## config.mk

```make
export PLATFORM = sky130hd
export DESIGN_NAME = iq_window_accumulator
export DESIGN_NICKNAME = d
export VERILOG_FILES = /design/src/rtl/iq_window_accumulator.sv
export SDC_FILE = /design/constraint.sdc
export NUM_CORES = 2
export LEC_CHECK = 0
export ABC_AREA = 1
export ABC_CLOCK_PERIOD_IN_PS = 18800
export CORE_MARGIN = 2
export CORE_UTILIZATION = 48
export DETAILED_ROUTE_END_ITERATION = 6
export HOLD_SLACK_MARGIN = 0.03
export PLACE_DENSITY_LB_ADDON = 0.12
export SETUP_SLACK_MARGIN = 0.15
export SLEW_MARGIN = 40
export SYNTH_ARGS = -nofsm -noshare
export SYNTH_HDL_FRONTEND = slang
export SYNTH_SLANG_ARGS = --single-unit
```

## constraint.sdc

```tcl
create_clock -name aclk -period 18.8 [get_ports aclk]
set_input_delay 3.76 -clock aclk [delete_from_list [all_inputs] [get_ports aclk]]
set_output_delay 3.76 -clock aclk [all_outputs]
set_load 0.02 [all_outputs]
```

## src/rtl/iq_window_accumulator.sv

```systemverilog
// iq_window_accumulator: settle/integrate/dump of four signed I/Q streams.
// Optional macro ACC_SAT_EN: saturating accumulators with sticky ovf flags.
module iq_window_accumulator #(
   parameter int DATA_W = 32,
   parameter int ACC_W  = 64
) (
   input  logic                     aclk,
   input  logic                     rst,
   input  logic signed [DATA_W-1:0] in_data_1,
   input  logic signed [DATA_W-1:0] in_data_2,
   input  logic signed [DATA_W-1:0] in_data_3,
   input  logic signed [DATA_W-1:0] in_data_4,
   input  logic [3:0]               in_valid,
   input  logic                     start,
   input  logic [15:0]              settle_len,
   input  logic [31:0]              int_len,
   output logic                     busy,
   output logic [63:0]              val_1,
   output logic [63:0]              val_2,
   output logic [63:0]              val_3,
   output logic [63:0]              val_4,
   output logic [31:0]              cnt_1,
   output logic [31:0]              cnt_2,
   output logic [31:0]              cnt_3,
   output logic [31:0]              cnt_4,
   output logic                     trigger,
   output logic [3:0]               ovf
);

   typedef enum logic [1:0] {IDLE, SETTLE, ACCUM, DUMP} state_t;

   state_t                   st;
   logic [31:0]              tmr;
   logic [31:0]              int_q;
   logic signed [DATA_W-1:0] din    [4];
   logic signed [ACC_W-1:0]  acc    [4];
   logic signed [ACC_W-1:0]  acc_nx [4];
   logic [31:0]              smp    [4];
   logic [31:0]              smp_nx [4];
   logic [63:0]              val_q  [4];
   logic [31:0]              cnt_q  [4];

   assign din[0] = in_data_1;
   assign din[1] = in_data_2;
   assign din[2] = in_data_3;
   assign din[3] = in_data_4;

   assign val_1 = val_q[0];
   assign val_2 = val_q[1];
   assign val_3 = val_q[2];
   assign val_4 = val_q[3];
   assign cnt_1 = cnt_q[0];
   assign cnt_2 = cnt_q[1];
   assign cnt_3 = cnt_q[2];
   assign cnt_4 = cnt_q[3];

   // Window length minus one; a zero length behaves as a single cycle.
   function automatic logic [31:0] win_m1(input logic [31:0] len);
      return (len == 32'd0) ? 32'd0 : len - 32'd1;
   endfunction

`ifdef ACC_SAT_EN
   localparam logic signed [ACC_W-1:0] ACC_MAX = {1'b0, {(ACC_W-1){1'b1}}};
   localparam logic signed [ACC_W-1:0] ACC_MIN = {1'b1, {(ACC_W-1){1'b0}}};

   logic [3:0]             ovf_q;
   logic [3:0]             sat_hit;
   logic signed [ACC_W:0]  sum [4];

   // Saturating add: one guard bit exposes signed overflow.
   always_comb begin
      for (int n = 0; n < 4; n++) begin
         sum[n]     = (ACC_W+1)'(acc[n]) + (ACC_W+1)'(din[n]);
         sat_hit[n] = 1'b0;
         acc_nx[n]  = acc[n];
         if (in_valid[n]) begin
            if (sum[n][ACC_W] != sum[n][ACC_W-1]) begin
               sat_hit[n] = 1'b1;
               acc_nx[n]  = sum[n][ACC_W] ? ACC_MIN : ACC_MAX;
            end else begin
               acc_nx[n] = sum[n][ACC_W-1:0];
            end
         end
      end
   end

   assign ovf = ovf_q;
`else
   // Wrapping add modulo 2^ACC_W.
   always_comb begin
      for (int n = 0; n < 4; n++) begin
         acc_nx[n] = in_valid[n] ? acc[n] + ACC_W'(din[n]) : acc[n];
      end
   end

   assign ovf = 4'b0000;
`endif

   // Sample counters stick at all-ones instead of wrapping.
   always_comb begin
      for (int n = 0; n < 4; n++) begin
         smp_nx[n] = smp[n];
         if (in_valid[n] && (smp[n] != 32'hFFFF_FFFF))
            smp_nx[n] = smp[n] + 32'd1;
      end
   end

   // Measurement sequencer with registered busy/trigger/result outputs.
   always_ff @(posedge aclk) begin
      if (rst) begin
         st      <= IDLE;
         busy    <= 1'b0;
         trigger <= 1'b0;
         tmr     <= 32'd0;
         int_q   <= 32'd0;
         for (int n = 0; n < 4; n++) begin
            acc[n]   <= '0;
            smp[n]   <= '0;
            val_q[n] <= '0;
            cnt_q[n] <= '0;
         end
`ifdef ACC_SAT_EN
         ovf_q <= 4'b0000;
`endif
      end else begin
         trigger <= 1'b0;
         unique case (st)
            IDLE: begin
               if (start) begin
                  busy  <= 1'b1;
                  int_q <= int_len;
                  if (settle_len == 16'd0) begin
                     st  <= ACCUM;
                     tmr <= win_m1(int_len);
                     for (int n = 0; n < 4; n++) begin
                        acc[n] <= '0;
                        smp[n] <= '0;
                     end
`ifdef ACC_SAT_EN
                     ovf_q <= 4'b0000;
`endif
                  end else begin
                     st  <= SETTLE;
                     tmr <= {16'd0, settle_len} - 32'd1;
                  end
               end
            end
            SETTLE: begin
               if (tmr == 32'd0) begin
                  st  <= ACCUM;
                  tmr <= win_m1(int_q);
                  for (int n = 0; n < 4; n++) begin
                     acc[n] <= '0;
                     smp[n] <= '0;
                  end
`ifdef ACC_SAT_EN
                  ovf_q <= 4'b0000;
`endif
               end else begin
                  tmr <= tmr - 32'd1;
               end
            end
            ACCUM: begin
               for (int n = 0; n < 4; n++) begin
                  acc[n] <= acc_nx[n];
                  smp[n] <= smp_nx[n];
               end
`ifdef ACC_SAT_EN
               ovf_q <= ovf_q | sat_hit;
`endif
               if (tmr == 32'd0) begin
                  st      <= DUMP;
                  trigger <= 1'b1;
                  for (int n = 0; n < 4; n++) begin
                     val_q[n] <= 64'(acc_nx[n]);
                     cnt_q[n] <= smp_nx[n];
                  end
               end else begin
                  tmr <= tmr - 32'd1;
               end
            end
            DUMP: begin
               st   <= IDLE;
               busy <= 1'b0;
            end
         endcase
      end
   end

endmodule

```

# Word-level counts from Yosys, hierarchy flattened
# Memories as Yosys holds them, arrays and structs flattened.
# Index checks and enable logic that the tools add are counted.
[classes]
addsub = 12
n_eq_ne = 11
mux = 71
n_bitwise = 32
reduce_logical = 15
[op_table]
columns = ["op", "n"]
rows = [
  ["two-way mux 64 bit", 20],
  ["two-way mux 32 bit", 26],
  ["adder 64 x 32 -> 64 bit", 4],
  ["adder 32 x 1 -> 32 bit (second input constant)", 4],
  ["inequality test 32 bit (second input constant)", 4],
  ["zero test 32 bit", 3],
  ["one-hot mux 32 bit (3 select lines)", 1],
  ["subtractor 32 x 1 -> 32 bit (second input constant)", 3],
  ["bitwise OR 1 bit", 32],
  ["two-way mux 1 bit", 18],
  ["subtractor 16 x 1 -> 17 bit (second input constant)", 1],
  ["zero test 16 bit", 1],
  ["two-way mux 2 bit", 4],
  ["inequality test 2 bit (second input constant)", 4],
  ["one-hot mux 2 bit (4 select lines)", 1],
  ["AND reduction 3 bit", 2],
  ["equality test 2 bit (second input constant)", 2],
  ["logical AND 1 bit", 4],
  ["AND reduction 2 bit", 2],
  ["nonzero test 3 bit", 1],
  ["equality test 2 x 1 -> 1 bit (second input constant)", 1],
  ["zero test 2 bit", 1],
  ["one-hot mux 1 bit (2 select lines)", 1],
  ["nonzero test 2 bit", 1],
]
[word_totals]
register_bits = 68
ramBits = 768
elab_cells = 150
n_memories = 4
[mem_list]
columns = ["memory", "depth", "width", "read_ports", "rd_clocked_by_memory_dff", "write_ports", "line_no", "text"]
rows = [
  ["acc", 4, 64, 4, 0, 4, "36", "logic signed [ACC_W-1:0] acc [4];"],
  ["val_q", 4, 64, 4, 0, 4, "40", "logic [63:0] val_q [4];"],
  ["cnt_q", 4, 32, 4, 0, 4, "41", "logic [31:0] cnt_q [4];"],
  ["smp", 4, 32, 4, 0, 4, "38", "logic [31:0] smp [4];"],
]

# Logic depth before layout (Yosys ltp)
[depth]
word_depth = 9
ltp_mapped = 17

# Worst setup path after synthesis
# OpenSTA, ideal clock, no wires.
[synth_path]
path_type = "input port to flip-flop"
startpoint = "input rst"
endpoint = "memory cnt_q[0][0], enable pin"
setup_time_ns = 2.804
arrival_ns = 10.348
setup_slack_ns = 5.647
path_stages = 3
path_cell_list = "inv_1 clkbuf_1 nand2_1"
[synth_lines]
columns = ["item", "line_no", "text"]
rows = [
  ["from (decl)", "8", "input logic rst,"],
  ["to (decl)", "41", ""],
]

==> out/metrics.cfg <==
[run_status]
status=finished clean

[synth]
synthTopCellsByArea=edfxtp_1 (36%), nand2_1 (17%), inv_1 (9.2%), nor2_1 (8.5%), ha_1 (5.2%)
syn_avg_cell_area_um2=6.83
yosys_warnings=0
synth_cell_type_count=48
synth_ff_type=edfxtp_1
synth-edff-count=768
async_reset_ff_frac=0
ys_ff_latch=836
syn_area_um2=63500
syn_inst=9300
synth_seq_area_share=0.385
synth_top_area_frac=0.363
synth_top_area_cell=edfxtp_1

[cts]
root_buffer=clkbuf_16
cts_buffers=97
cts_max_level=3
cts_buffer_depth=3
clk_pin_slew_ns=0.06
tritoncts=yes
cts_sinks=836
postCtsHoldBufs=0
post-cts-setup-buffers=0
clk_latency_ns=0.72
cts_resized=0

[sta]
period_share=0.401
min_period_ns=7.54
slew_viol_final=0
finalSetupTns_ns=0
setup_viol=0
relSlewSlack=0.412
fin_skew_ns=0.0331
finalHoldViolCount=0
hold_ws_ns=0.486
rsz0062_at_grt=no
worst_slew_pin_slew_ns=0.881
max_freq_mhz=133

[worst_hold_path]
min-delay-start=tmr[31]
holdPathStages=2
hp-class=flop to flop
hold_path_end=tmr[31]

[routing]
ant_nets=0
viasPerCell=5.28
route.detailed.drc=0
vias=61500
drt-total-wl_um=226000
drtIter0Drc=5790
wl_per_cell_um=19.4
first_pass_iters=6

[placement]
place_area_um2=70800
gp_congestion=1.03
portBuffers=568
place_inst=11500
dpl.hpwl_um=179000

[critical_path]
cpMostUsedCell=buf_4
cp_cell_sequence=clkdlybuf4s50_1, buf_4, nor2_4, buf_4, inv_8, buf_16, buf_4, buf_4, buf_12, a21oi_1, and2_1
crit_type=input pin to flop
crit_required_ns=19.26
cp_max_fo=136
ff2ff_path_depth=12
cp_num_buf_inv=8
crit_slowest_cell=buf_4
regToRegEndpoint=cnt_q[3][13]
crit_path_end_kind=flop
cp_top_family=buffers and inverters
worstReg2RegStart=st[0]
cp.arrival_ns=8.00
r2r_slack_ns=14.00
start_kind=input pin
crit_cells=11
cp_slowest_stage_delay_ns=0.67

[cells_and_area]
final_nets=10300
stdcell_count=11600
mostFrequentLayoutCell=nand2_1
syn2layout_area_growth_pct=16.7
n_fill_cell=12700
layout-drive-gt1-share=0.0393
most-common-layout-cells=nand2_1 (2,803), inv_1 (1,560), nor2_1 (1,430)
final_cell_area_um2=74100

[floorplanning]
io-pin-count=573
core_area_um2=131000
initial_utilization=0.484
die_area_um2=135000
die_w_um=368
rows=133
die_h_um=368

[global_route]
grtUsageTotal=0.327
grt_pass1_vias=58500
antenna_found_initial=9
grt_pass1_wl_um=342000
grt_overflow=0
grt_max_degree=137

[power]
peakVddDrop_uv=89.2
p_leak_nw=35.5
power.density_nw_per_um2=102

[job]
cap_violations=0

stage by stage:
| step | utilization | power (W) | setup slack (ns) |
|---|---|---|---|
| 2_1_floorplan | - | 0.00465 | 5.65 |
| 3_3_place_gp | 0.539 | 0.00557 | 10.62 |
| 3_5_place_dp | 0.539 | 0.00559 | 10.55 |
| 4_1_cts | 0.564 | 0.00753 | 11.29 |
| 5_1_grt | 0.564 | 0.00801 | 11.07 |
| 6_report | 0.564 | 0.00755 | 11.26 |
area by class of cell:
class | count | area (um2) | share of cell area
inverter | 1576 | 5930 | 0.0800
tap | 1755 | 2200 | 0.0296
multi-input combinational | 6689 | 32300 | 0.436
timing repair buffer | 608 | 6050 | 0.0816
antenna | 2 | 5.00 | 0.0000676
clock buffer | 123 | 2620 | 0.0354
clock inverter | 58 | 564 | 0.00762
sequential | 836 | 24400 | 0.330
worst max path at each step:
| stage | slack (ns) | end | start |
|---|---|---|---|
| floorplan | 5.65 | cnt_q[0][0] | rst |
| global placement | 10.62 | val_q[3][2] | rst |
| detailed placement | 10.55 | val_q[3][2] | rst |
| CTS | 11.29 | val_q[3][2] | rst |
| global route | 11.07 | val_q[3][2] | rst |
| finish | 11.26 | cnt_q[3][13] | rst |
routing by layer:
metal / part of all wire / GRT usage / vias up
met5: 0.000057 / 0 / -
met3: 0.068 / 0.0460 / 374
li1: - / - / 30500
met2: 0.46 / 0.535 / 2131
met1: 0.43 / 0.436 / 28600
met4: 0.043 / 0.128 / 2
tightest hold or removal path, cell delays in order (launching register included):
cell	delay (ns)
dfxtp_1	0.32
nand2_1	0.06
a21oi_1	0.06
report_power, final:
group | internal [W] | switching (W) | total, W
registers | 0.00234 | 0.000224 | 0.00256
clock network | 0.00110 | 0.000829 | 0.00193
logic | 0.000949 | 0.00211 | 0.00306
cells by family (layout without fill, tap and decap cells):
kind of cell	Yosys count	in the layout	synth area share
AND/OR/NAND/NOR	5360	5360	0.350
buffers and inverters	1778	2365	0.108
flip-flops	836	836	0.385
AO/OA/AOI/OAI	799	799	0.0682
adder cells (fa/ha/maj)	269	269	0.0535
XOR/XNOR	257	257	0.0355
other	1	6	0.0000591
flip-flops by register name (all words and copies together) (netlist names):
register  flops
tmr          32
acc         256
trigger       1
smp         128
cnt_q       128
val_q       256
st            2
int_q        32
busy          1
Yosys cell counts (all sizes together), types with 14 or more instances:
master,count
o211ai,36
or2,85
nand4,107
a21oi,434
xor2,153
nor2,1458
nor3,197
nand3,596
clkbuf,116
nand2,2812
xnor2,104
nand3b,14
dfxtp,68
and2,38
nor4,45
edfxtp,768
buf,86
o21ai,266
ha,265
o21bai,50
inv,1576
Power figures use the tool's default switching activity.
